### src/rtl/fetch_unit.sv
// Instruction fetch stage: holds the PC, fetches 16-bit words over a req/ack
// handshake and hands split instruction fields to decode under valid/ready.
module fetch_unit #(
    parameter int              PC_W     = 8,
    parameter logic [PC_W-1:0] RESET_PC = '0
) (
    input  logic            clk,
    input  logic            rst_n,
    output logic            imem_req,
    output logic [PC_W-1:0] imem_addr,
    input  logic            imem_ack,
    input  logic [15:0]     imem_rdata,
    output logic            ir_valid,
    input  logic            ir_ready,
    output logic [2:0]      opcode,
    output logic [1:0]      rd,
    output logic [1:0]      rs,
    output logic [1:0]      rt,
    output logic [6:0]      imm,
    output logic [PC_W-1:0] pc_out,
    input  logic            ldpc,
    input  logic [PC_W-1:0] target,
    input  logic            halt,
    output logic            halted,
    output logic [15:0]     retired
);

    typedef enum logic [1:0] {
        S_FETCH  = 2'd0,
        S_ISSUE  = 2'd1,
        S_HALTED = 2'd2
    } state_t;

    state_t          state_q;
    logic            active_q;
    logic [PC_W-1:0] pc_q;
    logic [PC_W-1:0] pc_d;
    logic [15:0]     ir_q;
    logic [PC_W-1:0] pc_out_q;
    logic [15:0]     retired_q;
    logic [15:0]     retired_d;
    logic            fetch_fire;
    logic            accept;

    function automatic logic [15:0] sat_inc16(input logic [15:0] v);
        return (v == 16'hFFFF) ? v : v + 16'd1;
    endfunction

    // active_q stays low for the first cycle after reset release so that the
    // handshake outputs come up one cycle later, decoded purely from flops.
    assign imem_req   = active_q && (state_q == S_FETCH);
    assign ir_valid   = active_q && (state_q == S_ISSUE);
    assign halted     = active_q && (state_q == S_HALTED);

    assign fetch_fire = imem_req && imem_ack;
    assign accept     = ir_valid && ir_ready;
    assign pc_d       = pc_q + PC_W'(1);
    assign retired_d  = sat_inc16(retired_q);

    assign imem_addr  = pc_q;
    assign pc_out     = pc_out_q;
    assign retired    = retired_q;

    assign opcode     = ir_q[15:13];
    assign rd         = ir_q[12:11];
    assign rs         = ir_q[10:9];
    assign rt         = ir_q[8:7];
    assign imm        = ir_q[6:0];

    always_ff @(posedge clk) begin
        if (!rst_n) begin
            state_q   <= S_FETCH;
            active_q  <= 1'b0;
            pc_q      <= RESET_PC;
            ir_q      <= 16'h0000;
            pc_out_q  <= '0;
            retired_q <= 16'h0000;
        end else begin
            active_q <= 1'b1;
            case (state_q)
                S_FETCH: begin
                    if (fetch_fire) begin
                        ir_q     <= imem_rdata;
                        pc_out_q <= pc_q;
                        pc_q     <= pc_d;
                        state_q  <= S_ISSUE;
                    end
                end
                S_ISSUE: begin
                    if (accept) begin
                        retired_q <= retired_d;
                        // Halt takes priority; a halted core keeps its PC.
                        if (halt) begin
                            state_q <= S_HALTED;
                        end else begin
                            if (ldpc) begin
                                pc_q <= target;
                            end
                            state_q <= S_FETCH;
                        end
                    end
                end
                S_HALTED: begin
                    state_q <= S_HALTED;
                end
                default: begin
                    state_q <= S_FETCH;
                end
            endcase
        end
    end

endmodule

### config.mk
export PLATFORM = sky130hd
export DESIGN_NAME = fetch_unit
export DESIGN_NICKNAME = d
export VERILOG_FILES = /design/src/rtl/fetch_unit.sv
export SDC_FILE = /design/constraint.sdc
export NUM_CORES = 1
export LEC_CHECK = 0
export CAP_MARGIN = 20
export CELL_PAD_IN_SITES_DETAIL_PLACEMENT = 1
export CELL_PAD_IN_SITES_GLOBAL_PLACEMENT = 2
export CORE_MARGIN = 4
export CORE_UTILIZATION = 26
export DETAILED_ROUTE_END_ITERATION = 12
export GPL_ROUTABILITY_DRIVEN = 0
export PLACE_DENSITY = 0.93
export SLEW_MARGIN = 20
export SYNTH_ARGS = -nofsm -noshare
export SYNTH_HDL_FRONTEND = slang
export SYNTH_SLANG_ARGS = --single-unit
### constraint.sdc
create_clock -name clk -period 4.7 [get_ports clk]
set_input_delay 0.705 -clock clk [delete_from_list [all_inputs] [get_ports clk]]
set_output_delay 0.705 -clock clk [all_outputs]
set_load 0.03 [all_outputs]
After elaboration in Yosys (flattened, before gate mapping)
Cells that the tools add are included.

Add/subtract/negate cells: 2. Eq/ne operators: 7. Muxes and demuxes: 10. Bitwise gates (word level): 1. Reductions and logical operators: 11.

Operators by type and width (count): 2-to-1 mux 8 bit (4); adder 16 x 1 -> 16 bit (second input constant) (1); equality test 16 bit (second input constant) (1); case mux 8 bit (2 select lines) (1); adder 8 x 1 -> 8 bit (second input constant) (1); != test 2 bit (second input constant) (4); 2-to-1 mux 2 bit (3); case mux 2 bit (3 select lines) (1); logical AND 1 bit (5); AND reduction 5 bit (1); AND reduction 2 bit (2); AND reduction 3 bit (1); equality test 2 x 1 -> 1 bit (second input constant) (1); equality test 2 bit (second input constant) (1); zero test 2 bit (1); nonzero test 2 bit (1); 2-to-1 mux 1 bit (1); NOT 1 bit (1).

Bits in registers: 51. Input port bits: 30. Output and inout bits: 51. Word-level logic and storage cells: 37.

Longest topological paths before layout
Word-level depth: 5. Gate-level depth with buffers: 6. Gate-level depth less buffers: 5.

Worst setup path after synthesis
Ideal clock, no wire load.

Path kind: register -> register. From: reg retired_q[0] (netlist: retired[0]). To: reg retired_q[0] (netlist: retired[0]). Setup time: 0.128 ns. Arrival: 2.026 ns. Data required time: 4.572 ns. Path slack: 2.546 ns. Stages on the path, launching flop included: 7. Path buffers: 1. Period minus slack after synthesis: 2.154 ns. Cells stage by stage: dfxtp_1 ha_1 nand4_1 o41ai_2 buf_2 xor2_1 nor2_1.

Word-level cells in the longest chain between the ends: 3. Elaborated cells between the ends (all ways): 4. Classes of those cells: add/sub: 1; eq/ne: 1; bitwise: 1; reduce/logical: 1.

RTL lines: start, declared (line 40) `logic [15:0] retired_q;`; start signal, assigned (line 91) `retired_q <= retired_d;`; parallel branches: the longest is 3 deep, another holds adder 16 x 1 -> 16 bit.

Parallel ways; which one is timed is not known. A chain may end at the register's enable or synchronous reset.

Final worst setup path
From: reg state_q[0]. To: out ir_valid.

Word-level cells in the longest chain between the ends: 2.

RTL lines: start, declared (line 34) `state_t state_q;`; start signal, assigned (line 72) `state_q <= S_FETCH;`; start signal, assigned (line 86) `state_q <= S_ISSUE;`; start signal, assigned (line 94) `state_q <= S_HALTED;`; equality test 2 x 1 -> 1 bit (line 52) `assign ir_valid = active_q && (state_q == S_ISSUE);`; logical AND 1 bit (line 52); end, declared (line 13) `output logic ir_valid,`.

Every way passes these cells.

==> metrics.txt <==
# TYPE chip_impl_metric gauge
chip_impl_metric{name="number_of_synthesized_flops_with_an_enable_pin",unit=""} 0
chip_impl_metric{name="design.portCount",unit=""} 81
chip_impl_metric{name="clock-skew-final",unit="ns"} 0.00890
chip_impl_info{name="busiest_layer",value="met2"} 1
chip_impl_metric{name="total_power",unit="uW"} 825
chip_impl_metric{name="m1_gr_usage",unit="%"} 17.4
chip_impl_info{name="worst_hold_path_type",value="flop to flop"} 1
chip_impl_metric{name="insertedDiodeCount",unit=""} 0
chip_impl_metric{name="cell_rows",unit=""} 33
chip_impl_metric{name="synth_warnings",unit=""} 0
chip_impl_metric{name="final_wirelength",unit="um"} 7030
chip_impl_metric{name="timing.hold.ws",unit="ns"} 0.458
chip_impl_metric{name="drv_slew",unit=""} 0
chip_impl_info{name="worst_r2r_endpoint",value="retired[6]"} 1
chip_impl_metric{name="fin_area",unit="sq um"} 3210
chip_impl_metric{name="synth_cell_types",unit=""} 39
chip_impl_metric{name="die_area",unit="sq um"} 10100
chip_impl_metric{name="worstSkewPairLatency",unit="ns"} 0.30
chip_impl_info{name="status",value="complete, no violations"} 1
chip_impl_metric{name="grt_max_degree",unit=""} 38
chip_impl_metric{name="syn_avg_cell_area",unit="sq um"} 7.96
chip_impl_metric{name="maxCapViolations",unit=""} 0
chip_impl_info{name="rr_startpoint",value="retired[0]"} 1
chip_impl_metric{name="globalRouteMet3Util",unit="%"} 2.49
chip_impl_metric{name="postSynthNetCount",unit=""} 312
chip_impl_metric{name="fmaxAchievable",unit="GHz"} 0.378
chip_impl_metric{name="ctsLongestPathBuffers",unit=""} 2
chip_impl_info{name="crit_start",value="state_q[0]"} 1
chip_impl_metric{name="static-leakage-power",unit="nW"} 1.05
chip_impl_info{name="postSynth.topFlopCell",value="dfxtp_1"} 1
chip_impl_info{name="layout_commonest_cell",value="clkdlybuf4s50_1"} 1
chip_impl_metric{name="placed_cell_area",unit="sq um"} 3110
chip_impl_metric{name="groute.usage.overall",unit="%"} 14.0
chip_impl_metric{name="hpwlAfterDp",unit="um"} 5150
chip_impl_info{name="timing.critical_path.to",value="ir_valid"} 1
chip_impl_metric{name="grt_pass1_wl",unit="um"} 11600
chip_impl_metric{name="power_density",unit="nW/um^2"} 257
chip_impl_metric{name="layout.filler_cells",unit=""} 999
chip_impl_metric{name="global_route.usage.met2",unit="%"} 24.7
chip_impl_metric{name="vias_per_cell",unit=""} 4.99
chip_impl_metric{name="placeableCoreArea",unit="sq um"} 8260
chip_impl_metric{name="fin_crit",unit="ns"} 2.64
chip_impl_metric{name="post_cts.resized_instances",unit=""} 0
chip_impl_metric{name="slew_headroom",unit="%"} 42.3
chip_impl_metric{name="timing.final.crit_share",unit="%"} 56.2
chip_impl_metric{name="clkTransAtPathRegs",unit="ns"} 0.09
chip_impl_info{name="rsz0062_at_grt",value="no"} 1
chip_impl_info{name="cts_root_buf",value="clkbuf_8"} 1
chip_impl_info{name="setup.worst_path.start_class",value="flop"} 1
chip_impl_metric{name="antenna_found_initial",unit=""} 0
chip_impl_metric{name="final.setup.tns",unit="ns"} 0
chip_impl_metric{name="final_layout_size_suffix_gt1_share",unit="%"} 4.25
chip_impl_metric{name="dieWidth",unit="um"} 101
chip_impl_metric{name="pre_antenna_drt_iters",unit=""} 4
chip_impl_info{name="criticalPathCategory",value="flop to output port"} 1
chip_impl_metric{name="synth.ff_latch_count",unit=""} 51
chip_impl_metric{name="count_of_final_setup_violators",unit=""} 0
chip_impl_metric{name="drt_wl_cell",unit="um"} 15.3
chip_impl_metric{name="clock_sinks",unit=""} 51
chip_impl_metric{name="path_max_fanout",unit=""} 9
chip_impl_metric{name="post-cts-setup-buffers",unit=""} 0
chip_impl_metric{name="yosysSeqAreaShare",unit="%"} 45.8
chip_impl_metric{name="globalRoute.totalOverflow",unit=""} 0
chip_impl_info{name="layout.cells.most_common_list",value="80 x clkdlybuf4s50_1, 67 x nand2_1, 51 x dfxtp_1, 46 x a21oi_1, 13 x nand3_1"} 1
chip_impl_metric{name="max_slew.worst_pin.slew",unit="ns"} 0.865
chip_impl_metric{name="die_height",unit="um"} 101
chip_impl_metric{name="detailed_route_drc_error_count",unit=""} 0
chip_impl_metric{name="ir_worst_vdd",unit="mV"} 0.147
chip_impl_metric{name="final-hold-violation-count",unit=""} 0
chip_impl_metric{name="critical_path_required",unit="ns"} 3.99
chip_impl_metric{name="synthToLayoutAreaGrowth",unit="%"} 44.1
chip_impl_metric{name="route.vias.total",unit=""} 2286
chip_impl_metric{name="drt_iter0_markers",unit=""} 79
chip_impl_metric{name="critical_path_arrival",unit="ns"} 1.94
chip_impl_metric{name="cts_max_level",unit=""} 2
chip_impl_metric{name="cts_made_buffers",unit=""} 5
chip_impl_metric{name="worstRegToRegCells",unit=""} 5
chip_impl_metric{name="detail-route-antenna-nets",unit=""} 0
chip_impl_metric{name="reg2reg_slack",unit="ns"} 2.32
chip_impl_metric{name="synthCells",unit=""} 280
chip_impl_metric{name="initial_utilization",unit="%"} 27.0
chip_impl_metric{name="synth_async_sr_flop_share",unit="%"} 0
chip_impl_metric{name="netlist_area",unit="sq um"} 2230
chip_impl_metric{name="cts_hold_buffers",unit=""} 0
chip_impl_info{name="tritoncts",value="done"} 1
chip_impl_metric{name="grt_pass1_vias",unit=""} 2378
chip_impl_metric{name="buffer_ports.inserted",unit=""} 80
chip_impl_info{name="cp-end-kind",value="output port"} 1
chip_impl_metric{name="final_nets",unit=""} 384
## critical path, cell delays in order, from the launching register on
cell,delay (ns)
dfxtp_1,0.48
nand2b_1,0.29
nor2_1,0.19
clkdlybuf4s50_1,0.69
## final cells by class
type / instances / area, sq um / share of cell area [%]
repair buffers: 81 / 808 / 25.2
inverters: 4 / 15.0 / 0.467
multi-input cells: 209 / 1150 / 35.7
flip-flops and latches: 51 / 1020 / 31.8
clock buffers: 5 / 68.8 / 2.14
clock inverters: 3 / 20.0 / 0.623
well taps: 105 / 131 / 4.09
## synthesized netlist by cell type (2+ instances only)
master	n	area share [%]
or4_1	5	1.7
and4b_1	2	0.90
or3_1	7	2.0
nor2b_1	4	1.1
mux2i_1	2	0.90
a32oi_1	2	0.79
nand2_1	67	11
o32ai_1	2	0.79
nand3_1	13	2.9
o221a_2	2	1.0
clkbuf_1	14	2.4
dfxtp_1	51	46
nand2b_1	4	1.1
and4_1	2	0.79
a21o_1	2	0.67
o31ai_1	5	1.7
o211ai_1	3	1.0
and3_1	2	0.56
o21ai_0	9	2.0
inv_1	3	0.51
ha_1	2	1.1
a21oi_1	46	10
buf_2	2	0.45
nand4_1	3	0.84
nor3_1	4	0.90
nor2_1	9	1.5
## metrics by stage
step | util (%) | worst slack, ns | std cells
after floorplan | - | 2.55 | 280
after global routing | 38.9 | 1.89 | 458
after detailed placement | 37.6 | 1.85 | 450
after global placement | 37.6 | 1.99 | 450
after CTS | 38.7 | 2.02 | 458
final | 38.9 | 2.06 | 458
## worst min-delay path by stage
| stage | from | end | slack, ns | depth (start not counted) |
|---|---|---|---|---|
| floorplan | state_q[1] | state_q[1] | 0.52 | 2 |
| global placement | ir_q[12] | ir_q[12] | 0.44 | 2 |
| detailed placement | pc_out[2] | pc_out[2] | 0.45 | 2 |
| global route | pc_out[2] | pc_out[2] | 0.48 | 2 |
| finish | pc_out[1] | pc_out[1] | 0.46 | 2 |
| CTS | pc_out[2] | pc_out[2] | 0.46 | 2 |
## sequential cells by signal (all words and copies together), names as in the netlist
| name | cells |
|---|---|
| active_q | 1 |
| imem_addr | 8 |
| state_q | 2 |
| pc_out | 8 |
| retired | 16 |
| ir_q | 16 |
## power breakdown
group / total, mW / switching, mW / internal (mW)
logic: 0.116 / 0.0643 / 0.0513
registers: 0.452 / 0.00951 / 0.442
clock network: 0.257 / 0.153 / 0.104
total: 0.825 / 0.227 / 0.598
## kinds of logic (layout without fill, tap and decap cells)
logic type | count (synthesis) | count (layout) | share of synthesized area, %
and+or+nand+nor | 127 | 127 | 27.5
AOI/OAI and AO/OA | 77 | 77 | 20.8
DFF | 51 | 51 | 45.8
buffers and inverters | 20 | 93 | 3.48
adders and majority gates | 2 | 2 | 1.12
muxes | 2 | 2 | 0.898
xor gates and xnor gates | 1 | 1 | 0.393
## routing by layer
| metal | vias up | share of wire, % |
|---|---|---|
| met3 | 2 | 3.3 |
| met4 | 0 | 0.78 |
| met1 | 1108 | 44 |
| li1 | 1135 | - |
| met2 | 41 | 52 |
| met5 | - | 0 |
No activity file was read; power rests on OpenSTA's default activity.
